$ cat src/rtl/vlane_fu_sequencer.sv
// Per-lane functional-unit sequencer: walks elements 0..vl-1 of one vector op,
// starting the selected unit for each active element and writing back its result.
module vlane_fu_sequencer #(
    parameter int MAX_ELEM = 32,
    parameter int IDX_W    = $clog2(MAX_ELEM)
) (
    input  logic                CLK,
    input  logic                RST,
    input  logic                issue_valid,
    output logic                issue_ready,
    input  logic [2:0]          issue_fu,
    input  logic [IDX_W:0]      issue_vl,
    input  logic                issue_masked,
    input  logic [MAX_ELEM-1:0] issue_mask,
    input  logic                stall,
    input  logic [5:0]          fu_done,
    input  logic [5:0]          fu_exception,
    output logic [5:0]          fu_start,
    output logic [IDX_W-1:0]    elem_idx,
    output logic                wb_valid,
    output logic [IDX_W-1:0]    wb_idx,
    output logic                busy,
    output logic                done,
    output logic                exception
);

    localparam int NUM_FU = 6;

    typedef enum logic [1:0] {
        S_IDLE,
        S_ISSUE,
        S_WAIT,
        S_FINISH
    } state_t;

    state_t              r_state;
    state_t              w_next_state;
    logic [2:0]          r_fu;
    logic [IDX_W:0]      r_vl;
    logic [MAX_ELEM-1:0] r_mask;
    logic [IDX_W-1:0]    r_idx;
    logic                r_exc;

    logic w_accept;
    logic w_fu_legal;
    logic w_active;
    logic w_last;
    logic w_sel_done;
    logic w_sel_exc;
    logic w_skip;
    logic w_ack;
    logic w_advance;

    assign w_accept   = (r_state == S_IDLE) && issue_valid;
    assign w_fu_legal = (issue_fu < 3'(NUM_FU));
    assign w_active   = r_mask[r_idx];
    assign w_last     = ({1'b0, r_idx} + (IDX_W+1)'(1)) == r_vl;

    // Only the selected unit's done/exception bits are ever looked at.
    always_comb begin
        w_sel_done = 1'b0;
        w_sel_exc  = 1'b0;
        for (int k = 0; k < NUM_FU; k++) begin
            if (r_fu == 3'(k)) begin
                w_sel_done = fu_done[k];
                w_sel_exc  = fu_exception[k];
            end
        end
    end

    assign w_skip    = (r_state == S_ISSUE) && !stall && !w_active;
    assign w_ack     = (r_state == S_WAIT) && !stall && w_sel_done;
    assign w_advance = (w_skip || (w_ack && !w_sel_exc)) && !w_last;

    // State register
    always_ff @(posedge CLK or posedge RST) begin
        if (RST) r_state <= S_IDLE;
        else     r_state <= w_next_state;
    end

    // Next-state logic
    always_comb begin
        w_next_state = r_state;
        case (r_state)
            S_IDLE: begin
                if (issue_valid) begin
                    if (issue_vl == '0 || !w_fu_legal) w_next_state = S_FINISH;
                    else                               w_next_state = S_ISSUE;
                end
            end
            S_ISSUE: begin
                if (!stall) begin
                    if (w_active)    w_next_state = S_WAIT;
                    else if (w_last) w_next_state = S_FINISH;
                end
            end
            S_WAIT: begin
                if (w_ack) begin
                    if (w_sel_exc || w_last) w_next_state = S_FINISH;
                    else                     w_next_state = S_ISSUE;
                end
            end
            S_FINISH: w_next_state = S_IDLE;
            default:  w_next_state = S_IDLE;
        endcase
    end

    // Output logic
    always_comb begin
        fu_start    = '0;
        issue_ready = (r_state == S_IDLE);
        busy        = (r_state != S_IDLE);
        done        = (r_state == S_FINISH);
        wb_valid    = w_ack;
        if (r_state == S_ISSUE && !stall && w_active) begin
            for (int k = 0; k < NUM_FU; k++) begin
                fu_start[k] = (r_fu == 3'(k));
            end
        end
    end

    assign elem_idx  = r_idx;
    assign wb_idx    = r_idx;
    assign exception = r_exc;

    // Operation context and element walk
    always_ff @(posedge CLK or posedge RST) begin
        if (RST) begin
            r_fu   <= '0;
            r_vl   <= '0;
            r_mask <= '0;
            r_idx  <= '0;
            r_exc  <= 1'b0;
        end else begin
            if (w_accept) begin
                r_fu   <= issue_fu;
                r_vl   <= issue_vl;
                r_mask <= issue_masked ? issue_mask : '1;
                r_idx  <= '0;
                r_exc  <= !w_fu_legal;
            end else begin
                if (w_advance)            r_idx <= r_idx + IDX_W'(1);
                if (w_ack && w_sel_exc)   r_exc <= 1'b1;
            end
        end
    end

endmodule

$ cat config.mk
export PLATFORM = sky130hd
export DESIGN_NAME = vlane_fu_sequencer
export DESIGN_NICKNAME = d
export VERILOG_FILES = /design/src/rtl/vlane_fu_sequencer.sv
export SDC_FILE = /design/constraint.sdc
export NUM_CORES = 1
export LEC_CHECK = 0
export BUFFER_PORTS_ARGS = -buffer_cell sky130_fd_sc_hd__clkbuf_2
export CAP_MARGIN = 25
export CORE_UTILIZATION = 47
export CTS_CLUSTER_SIZE = 40
export DETAILED_ROUTE_END_ITERATION = 12
export PLACE_DENSITY = 0.73
export SETUP_SLACK_MARGIN = 0.05
export SYNTH_ARGS = -nofsm -noshare
export SYNTH_HDL_FRONTEND = slang
export SYNTH_SLANG_ARGS = --single-unit
$ cat constraint.sdc
create_clock -name CLK -period 2.4 [get_ports CLK]
set_input_delay 0.12 -clock CLK [delete_from_list [all_inputs] [get_ports CLK]]
set_output_delay 0.12 -clock CLK [all_outputs]
set_load 0.03 [all_outputs]
==> results.py <==
metrics = {
    "sta": {
        "worst_pin_slew_ns": 0.630,
        "final_hold_viol_count": 0,
        "setup_violations": 12,
        "min_period_ns": 2.69,
        "tns_ns": -2.75,
        "clock-skew-final_ns": 0.00569,
        "final_max_slew_viol_count": 0,
        "fin_hold_ws_ns": 0.0166,
        "fmax_mhz": 372,
        "rsz0062_at_grt": "yes",
        "fin_ws_ns": -0.286,
        "post-route-period-util_pct": 112,
        "slew_headroom_pct": 58.0,
    },
    "clock_tree": {
        "clock_sinks": 49,
        "clk_pin_slew_ns": 0.09,
        "cts_buffers": 5,
        "cts-root-buf": "clkbuf_8",
        "tritoncts": "done",
        "htree_num_levels": 2,
        "clk_path_buf_depth": 2,
        "clock_latency_ns": 0.30,
    },
    "routing": {
        "detail_route.iter0.violations": 156,
        "dr.pass1.iters": 4,
        "antenna_left": 0,
        "wirelength_met1_um": 2850,
        "wl_met2_um": 3100,
        "routed_wl_um": 6370,
        "wl_per_cell_um": 14.2,
        "top_layer": "met4",
        "vias": 2379,
        "via_per_inst": 5.31,
        "wl_met3_um": 347,
        "drc": 0,
    },
    "status": {
        "violations": "setup timing",
        "status": "finished with violations",
    },
    "synthesis": {
        "ys_ff_latch": 49,
        "synth_top_cell_area_share_pct": 44.9,
        "yosysSeqAreaShare_pct": 44.9,
        "yosys.area.top_type": "dfrtp_1",
        "synth_fp_nets": 354,
        "syn_area_um2": 2730,
        "synth_area_leaders": "dfrtp_1 45%, a31oi_1 7.6%, mux4_1 6.7%, inv_1 5.6%, nor2_1 5.6%",
        "synth_most_common_cell": "dfrtp_1",
        "synth_common_cells": "49 x dfrtp_1, 41 x inv_1, 41 x nor2_1",
        "netlist_instances": 295,
        "syn-mean-instance-area_um2": 9.25,
        "synth_ff_type": "dfrtp_1",
        "ys_types": 43,
        "synthArstFlopShare_pct": 100,
        "synth-edff-count": 0,
        "yosysWarnings": 0,
    },
    "place": {
        "dpl_cell_area_um2": 3220,
        "gp_congestion": 0.782,
        "post-place-ws_ns": -0.142,
        "dp_hpwl_um": 4540,
        "io_buffers": 78,
    },
    "worst_setup_path": {
        "crit_required_ns": 2.28,
        "cp-start-kind": "flip-flop",
        "cp_max_fo": 4,
        "cp-startpoint": "elem_idx[1]",
        "reg2reg_from": "elem_idx[1]",
        "critPathBufInv": 3,
        "crit_chain": "buf_6 > mux4_2 > mux4_2 > mux2_4 > nand2_4 > buf_4 > nor4_2 > buf_4",
        "crit_path_top_delay_cell": "mux4_2",
        "max_stage_delay_ns": 0.50,
        "cp-end-kind": "output pin",
        "crit_type": "flip-flop to output pin",
        "crit_family": "multiplexers",
        "cp_data_arrival_time_ns": 2.57,
    },
    "worst_hold_path": {
        "hp-class": "input port to flip-flop",
        "holdCritStartpoint": "issue_fu[0]",
    },
    "die": {
        "dieArea_um2": 6120,
        "fp.dieW_um": 78.2,
        "die_h_um": 78.2,
        "fp-row-count": 27,
        "start_util_pct": 49.3,
        "fp.coreArea_um2": 5540,
        "pin_count": 79,
    },
    "grt": {
        "grt_pass1_vias": 2300,
        "grt_max_degree": 56,
        "grt_pass1_wl_um": 10400,
        "grt_overflow_total": 0,
        "antenna_found_initial": 0,
        "grt.total_usage_pct": 21.9,
    },
    "power": {
        "leakagePower_uw": 0.00167,
        "power.density_nw_per_um2": 1060,
        "vdd_ir_drop_max_uv": 775,
    },
    "final_layout": {
        "fin_nets": 434,
        "design_area_um2": 3460,
        "syn2layout_area_growth_pct": 26.8,
        "antenna_cells": 0,
        "final_util_pct": 62.5,
        "final_layout_size_suffix_gt1_share_pct": 37.0,
    },
    "job": {
        "max_cap_violations": 0,
    },
}
-- metal layers --
layer	GRT usage (%)	up-vias
li1	-	1157
met5	0	-
met3	4.65	8
met4	5.37	0
met1	30.3	1128
met2	35.3	86
-- placed cells by master, fill, tap and decap left out, types with 2 or more instances in the layout --
| cell | count |
|---|---|
| clkbuf_2 | 72 |
| dfrtp_1 | 46 |
| inv_1 | 40 |
| nor2_1 | 40 |
| a31oi_1 | 33 |
| nand2_1 | 33 |
| buf_4 | 19 |
| mux4_2 | 11 |
| a21oi_1 | 5 |
| clkbuf_8 | 5 |
| nand3_1 | 4 |
| mux2i_1 | 4 |
| nor4_2 | 4 |
| o21ai_0 | 3 |
| mux2_2 | 3 |
| and3b_1 | 3 |
| dfrtp_2 | 3 |
| buf_6 | 3 |
| or3_1 | 2 |
| xnor2_1 | 2 |
| nor3_1 | 2 |
| xor2_1 | 2 |
| a211oi_4 | 2 |
| o21ai_1 | 2 |
| and3_4 | 2 |
| buf_8 | 2 |
-- logic make-up (layout without fill, tap and decap cells) --
| group | after synthesis | in the layout | synth area share [%] |
|---|---|---|---|
| flip-flops | 49 | 49 | 44.9 |
| buffers and inverters | 66 | 147 | 10.0 |
| XOR/XNOR | 4 | 4 | 1.28 |
| multiplexers | 19 | 19 | 13.3 |
| adder cells (fa/ha/maj) | 1 | 1 | 0.458 |
| AND/OR/NAND/NOR | 100 | 100 | 16.2 |
| AO/OA/AOI/OAI | 56 | 56 | 13.8 |
-- path summary, 6_finish.rpt --
check,to,slack [ns],cells after the start
worst max-delay path,fu_start[0],-0.29,8
worst min-delay path,r_fu[0],0.02,3
worst max register to register,elem_idx[3],-0.23,9
worst min register to register,r_vl[0],0.52,2
max in group asynchronous,elem_idx[1],1.64,4
min in group asynchronous,r_vl[1],0.37,4
-- state kept, by name, summed over array words and instances, names as in the netlist --
signal / count
r_vl: 6
r_mask: 32
exception: 1
r_fu: 3
elem_idx: 5
r_state: 2
-- tightest hold or removal path, cell delays in order --
cell	delay, ns
clkbuf_2	0.08
nand2_1	0.03
o21ai_0	0.06
-- where the power goes --
group	switching, uW	leakage (uW)	total [uW]	internal [uW]
clock network	284	0.0000554	597	313
registers	279	0.000533	1430	1150
logic	914	0.00109	1650	737
-- metrics by stage --
step	cells	total power (uW)
3_3_place_gp	433	2900
6_report	448	3680
4_1_cts	447	3600
3_5_place_dp	433	2950
2_1_floorplan	295	2550
5_1_grt	448	3940
-- cell type report --
| type | count | area, um2 |
|---|---|---|
| multi-input cells | 180 | 1280 |
| flip-flops and latches | 49 | 1230 |
| inverters | 41 | 154 |
| clock inverters | 2 | 38.8 |
| fillers | 471 | 2080 |
| clock buffers | 6 | 72.6 |
| repair buffers | 98 | 597 |
| well taps | 72 | 90.1 |
-- repair_timing --
item,4_1_cts,5_1_grt
setup endpoints to repair,11,13
pin swaps,5,0
hold endpoints to repair,49,0
hold buffers,1,0
gates resized for setup,11,16
buffers inserted,5,1
gates cloned,0,0
(Power assumes the default switching activity.)
